<file path="config.mk">
export PLATFORM = sky130hd
export DESIGN_NAME = pattern_box_mover
export DESIGN_NICKNAME = d
export VERILOG_FILES = /design/src/rtl/test_pattern_pkg.sv /design/src/rtl/pattern_box_mover.sv
export SDC_FILE = /design/constraint.sdc
export NUM_CORES = 1
export LEC_CHECK = 0
export ABC_AREA = 1
export CAP_MARGIN = 15
export CORE_MARGIN = 3
export CORE_UTILIZATION = 30
export CTS_CLUSTER_SIZE = 12
export DETAILED_ROUTE_END_ITERATION = 7
export REMOVE_ABC_BUFFERS = 1
export SYNTH_ARGS = -nofsm -noshare
export SYNTH_HDL_FRONTEND = slang
export SYNTH_SLANG_ARGS = --single-unit
</file>
<file path="constraint.sdc">
create_clock -name clk_pix -period 2.31 [get_ports clk_pix]
set_input_delay 0.462 -clock clk_pix [delete_from_list [all_inputs] [get_ports clk_pix]]
set_output_delay 0.462 -clock clk_pix [all_outputs]
set_load 0.01 [all_outputs]
</file>
<file path="src/rtl/test_pattern_pkg.sv">
// rtl/test_pattern_pkg.sv - shared types and constants for the test pattern generator
package test_pattern_pkg;

    typedef enum logic [2:0] {
        BARS   = 3'd0,
        GRAD   = 3'd1,
        CHECK  = 3'd2,
        BORDER = 3'd3,
        BOX    = 3'd4
    } pattern_e;

    typedef enum logic {
        MANUAL = 1'b0,
        AUTO   = 1'b1
    } mode_fsm_e;

    localparam logic DIR_POS = 1'b0;
    localparam logic DIR_NEG = 1'b1;

    // white, yellow, cyan, green, magenta, red, blue, black
    localparam logic [23:0] BAR_LUT [0:7] = '{
        24'hFFFFFF, 24'hFFFF00, 24'h00FFFF, 24'h00FF00,
        24'hFF00FF, 24'hFF0000, 24'h0000FF, 24'h000000
    };

    localparam logic [23:0] BOX_BG = 24'h202020;

    // Out-of-range selects fall back to the colour bars.
    function automatic pattern_e to_pattern(input logic [2:0] sel);
        return (sel > 3'd4) ? BARS : pattern_e'(sel);
    endfunction

endpackage

</file>
<file path="src/rtl/pattern_box_mover.sv">
// rtl/pattern_box_mover.sv - one axis of bouncing-box position and direction
module pattern_box_mover
    import test_pattern_pkg::*;
#(
    parameter int BOX_SIZE = 32,
    parameter int BOX_STEP = 2
) (
    input  logic       clk_pix,
    input  logic       rst_in,
    input  logic       tick,
    input  logic [9:0] screen_size,
    output logic [9:0] pos
);

    logic       dir;
    logic [10:0] reach;

    assign reach = {1'b0, pos} + 11'(BOX_SIZE + BOX_STEP);

    always_ff @(posedge clk_pix or negedge rst_in) begin
        if (!rst_in) begin
            pos <= '0;
            dir <= DIR_POS;
        end else if (tick) begin
            if (dir == DIR_POS) begin
                if (reach > {1'b0, screen_size}) begin
                    pos <= screen_size - 10'(BOX_SIZE);
                    dir <= DIR_NEG;
                end else begin
                    pos <= pos + 10'(BOX_STEP);
                end
            end else begin
                if (pos < 10'(BOX_STEP)) begin
                    pos <= '0;
                    dir <= DIR_POS;
                end else begin
                    pos <= pos - 10'(BOX_STEP);
                end
            end
        end
    end

endmodule

</file>
# After elaboration in Yosys (flattened, before gate mapping)
# Index checks and enable logic that the tools add are counted.
[totals] inputBits=13 ff_bits=11
[classes] order_cmp=2 mux=6 n_addsub=4
[op_table] cell="10-bit 2-to-1 mux" n=3
[op_table] cell="10-bit by 6-bit adder with 11-bit output, second input constant" n=1
[op_table] cell="11-bit by 10-bit greater-than comparator with 1-bit output" n=1
[op_table] cell="10-bit by 2-bit adder with 10-bit output, second input constant" n=1
[op_table] cell="10-bit by 2-bit < comparator with 1-bit output, second input constant" n=1
[op_table] cell="10-bit by 2-bit subtractor with 10-bit output, second input constant" n=1
[op_table] cell="10-bit by 6-bit subtractor with 10-bit output, second input constant" n=1
[op_table] cell="1-bit 2-to-1 mux" n=3

# Longest topological paths before layout
[depth] word_depth=4 mapped_depth=20

# Worst setup path after synthesis
# OpenSTA, ideal clock, no wires.
[synth_path] path_kind="flip-flop to flip-flop" startpoint="register pos[1]" endpoint="register pos[3]" t_arrival_ns=2.210 path_slack_ns=-0.013 stages_incl_launch_ff=18 cell_sequence="dfrtp_1 > ha_1 > nand3_1 > nand2_1 > nand2_1 > xor2_1 > inv_1 > ha_1 > and3_1 > nand2_1 > nand2_1 > nand2_2 > nand2_4 > buf_8 > nand3_1 > nand3_1 > nand2_1 > inv_1"
[synth_via] elab_chain_cells=4 elab_cells_between_ends=8 cone_classes="add/sub: 3; order compare: 2; mux: 3"
[synth_lines] item="start: declaration" line_no="pattern_box_mover.sv:12" rtl="output logic [9:0] pos"
[synth_lines] item="start signal: assignment" line_no="pattern_box_mover.sv:27" rtl="pos <= screen_size - 10'(BOX_SIZE);"
[synth_lines] item="start signal: assignment" line_no="pattern_box_mover.sv:30" rtl="pos <= pos + 10'(BOX_STEP);"
[synth_lines] item="start signal: assignment" line_no="pattern_box_mover.sv:37" rtl="pos <= pos - 10'(BOX_STEP);"
[synth_lines] item="10-bit by 6-bit adder with 11-bit output" line_no="pattern_box_mover.sv:18" rtl="assign reach = {1'b0, pos} + 11'(BOX_SIZE + BOX_STEP);"
[synth_lines] item="11-bit by 10-bit greater-than comparator with 1-bit output" line_no="pattern_box_mover.sv:26" rtl="if (reach > {1'b0, screen_size}) begin"
[synth_lines] item="10-bit 2-to-1 mux" line_no="pattern_box_mover.sv:26"
[synth_lines] item="10-bit 2-to-1 mux *" line_no="pattern_box_mover.sv:25" rtl="if (dir == DIR_POS) begin"
# Mark *: on every way between the ends. The rest lies on a longest branch, timed or not.
# A chain may end at the register's enable or synchronous reset.

# Final worst setup path
[layout_path] startpoint="register pos[1]" endpoint="register pos[5]"
# The elaborated chain is that of the path after synthesis.

==> metrics <==
outcome complete, but fails checks; failing checks negative setup slack; DRC violations left 0; Post-Synthesis Cell Area around 1500 sq um; Worst Hold Launch pos[0]$_DFFE_PN0P_; gr usage total 15.02%; DRT Pass-1 Iters 4; ant diodes 0; antenna violations before repair 0; Die Y ~76 um; Starting DRT DRC Count approximately 100; H-tree lvl count 1; Pwr Total 2.951 mW; layout filler cell count 460; # clock sinks 11; relative slew slack ~60%; sequential share of power 13.8%; Core ar. ~4500 sq um; syn_area_per_cell about 6.7 sq um; Worst Skew about 0.003 ns; antenna-violating nets left 0; cells after synthesis roughly 220; Crit-path slowest cell dfrtp_1; Synth Area in Simple Gates 40.29%; WL per Instance between 10 and 15 um; RR Endpoint pos[5]$_DFFE_PN0P_; P_int 1.471 mW; fin nets between 200 and 300; Clk pwr share approximately 7%; row count 24; detail-routed via count per cell roughly 4.6; Sw Share between 50% and 60%; vias in the first global route 1433; Worst Setup Start Kind flip-flop; dpl cells 326; adder-cell share of the synthesized area between 10 and 15%; post-synthesis compound-gate area fraction 4.363%; main combinational cell family by area after synthesis simple AND/OR/NAND/NOR gates; CP Capture Type flip-flop; Hold Crit Class flip-flop to flip-flop; setup violators final 3; largest net degree at the start of global routing 21; Worst path max stage delay roughly 0.42 ns; mux contribution to synthesized area 0%; DR vias 1526; RePlAce Congestion approximately 0.87; Worst Path Max Fanout 7; reg-to-reg startpoint pos[1]$_DFFE_PN0P_; XOR/XNOR Fraction of Synth Area 10.18%; first-pass GRT wire length 6644 um; Layout area overhead 42.43%; synthesized flop and latch total 11; final worst path period share 101.3%; CTS buffer count 3; final setup margin -0.02953 ns; VDD IR max roughly 0.00038 V; CTS Buffer Depth 2; crit-path cells ha_2, nand3_4, nand2_4, nand3_2, xor2_1, ha_1, and3_4, nand4_1, nand2_4, buf_12, nand4_1, nand3_1, nand2_1, inv_1; Final Max Tran Viols 0; Final Hold Viols 0; Root Driver clkbuf_8; crit path DAT 2.52 ns; Reg2Reg Depth 14; global route overflow 0; Crit path buffers/inverters 2; Hold Path End pos[0]$_DFFE_PN0P_; Crit path required time 2.49 ns; clk slew on worst S/H paths roughly 0.060 ns; sequential-to-total area share from yosys stat 18.82%; CP top delay family simple AND/OR/NAND/NOR gates; net load switching power between 1 and 1.5 mW; Yosys warning count 0; PD cells 1416 nW/um^2; Non-Filler Instances approximately 330; floorplan die width 75.83 um; Leak between 1 and 1.5 nW; share of layout cells above drive strength 1 between 20% and 30%; final wirelength just over 4000 um; RSZ-0062 raised after global routing true; Port Buffer Count 22; die footprint 5749 sq um; post-layout min period 2.340 ns; worst skew pair latency roughly 0.24 ns; MaxCap Viol Count 0; Cells on Worst Hold Path 2; Fmax achieved 427.4 MHz; io pins 23; post-synthesis cell type count 28; HPWL Detailed approximately 3200 um; initial core utilization about a third; Logic pwr share 79.3%; Setup CP Type flip-flop to flip-flop; CTS tree built; worst slew pin tran just under 0.6 ns; Reg2Reg Setup Slack -0.03 ns
## power groups by stage
stage	combinational, mW	clock [mW]	sequential (mW)
after CTS	2.25	0.209	0.408
final	2.34	0.206	0.406
after global routing	2.59	0.219	0.421
after floorplan	1.15	0	0.478
after detailed placement	2.07	0	0.407
after global placement	2.06	0	0.405
## worst register-to-register path, stage by stage (launching register included)
cell     delay [ns]
dfrtp_1        0.42
ha_2           0.24
nand3_4        0.08
nand2_4        0.08
nand3_2        0.07
xor2_1         0.16
ha_1           0.30
and3_4         0.18
nand4_1        0.13
nand2_4        0.17
buf_12         0.13
nand4_1        0.07
nand3_1        0.14
nand2_1        0.07
inv_1          0.05
## cell families after synthesis
kind of cell	count (synthesis)
AND/OR/NAND/NOR	113
adder cells (fa/ha/maj)	13
flip-flops	11
XOR/XNOR	17
buffers and inverters	53
AO/OA/AOI/OAI	12
## layout by cell type, fill, tap and decap left out, drive strengths merged
master | netlist | layout
and3 | 1 | 1
a21o | 1 | 1
nand3 | 32 | 32
xnor2 | 1 | 1
dfrtp | 11 | 11
ha | 13 | 13
nand4 | 13 | 13
clkinv | 3 | 3
inv | 43 | 43
nor2 | 18 | 18
clkbuf | 4 | 4
a31oi | 1 | 1
nand2 | 49 | 50
buf | 3 | 29
a21oi | 3 | 3
clkdlybuf4s50 | 0 | 22
xor2 | 16 | 16
o21ai | 7 | 7
## stage by stage
stage / utilization, % / TNS [ns] / instance area [sq um] / hold WS [ns] / worst slack (ns)
4_1_cts: 45.06 / -0.03969 / 2043 / 0.5291 / -0.01697
3_3_place_gp: 42.55 / -0.4721 / 1929 / 0.5160 / -0.08790
2_1_floorplan: - / 0 / 1413 / 0.1664 / 0.03865
5_1_grt: 45.94 / -1.465 / 2083 / 0.5947 / -0.1920
3_5_place_dp: 42.55 / -0.5125 / 1929 / 0.5156 / -0.09223
6_report: 45.94 / -0.06425 / 2083 / 0.5266 / -0.02953
## repair_timing
item                                    in CTS  in global routing
endpoints found under the setup margin       9                 11
gates resized for setup                     12                  5
setup buffers                                1                  1
cloned                                       1                  0
hold buffers                                 0                  0
pin swaps                                   14                 13
## state kept, by name, indices dropped and copies added, names as in the netlist
| name | count |
|---|---|
| dir | 1 |
| pos | 10 |
## Yosys cell counts
cell type  number  area share (%)
nand4_1        13             5.6
a21o_1          1            0.51
nand2_1        45              12
clkinv_1        3            0.77
clkbuf_1        3            0.77
clkbuf_4        1            0.51
nand2_4         1            0.77
nand3_1        28             9.6
and3_1          1            0.43
nand3_2         2             1.4
dfrtp_1        11              19
inv_2           3            0.77
buf_2           1            0.34
inv_1          40              10
buf_8           1             1.0
nor2_8          2             2.7
nand2_2         3             1.3
nand3_4         2             2.4
o21ai_1         5             1.7
a21oi_1         3             1.0
buf_6           1            0.77
nor2_4          1            0.77
xor2_1         16             9.6
o21ai_0         2            0.68
nor2_1         15             3.8
xnor2_1         1            0.60
a31oi_1         1            0.43
ha_1           13              11
## worst max path at each step
stage | startpoint | to | slack [ns] | cells past startpoint
2_1_floorplan | pos[1]$_DFFE_PN0P_ | pos[2]$_DFFE_PN0P_ | 0.04 | 15
3_3_place_gp | screen_size[2] | pos[7]$_DFFE_PN0P_ | -0.09 | 15
3_5_place_dp | screen_size[2] | pos[7]$_DFFE_PN0P_ | -0.09 | 15
4_1_cts | pos[2]$_DFFE_PN0P_ | pos[5]$_DFFE_PN0P_ | -0.02 | 15
5_1_grt | pos[1]$_DFFE_PN0P_ | pos[3]$_DFFE_PN0P_ | -0.19 | 15
6_report | pos[1]$_DFFE_PN0P_ | pos[5]$_DFFE_PN0P_ | -0.03 | 14
## layout make-up
cell class / instances / area (sq um) / area share (%)
well taps: 65 / 81.33 / 3.904
flip-flops and latches: 11 / 276.5 / 13.27
clock buffers: 4 / 45.04 / 2.162
repair buffers: 51 / 450.4 / 21.62
multi-input cells: 156 / 1057 / 50.75
inverters: 46 / 172.7 / 8.288
## per-layer routing
layer	vias up	part of all wire, %	GRT usage (%)
met1	716	48	20.32
met3	2	1.8	0.5277
met2	15	50	25.76
met5	-	0	0
li1	793	-	-
met4	0	0.89	4.660
Note: power is estimated with default switching activity, not from simulation.
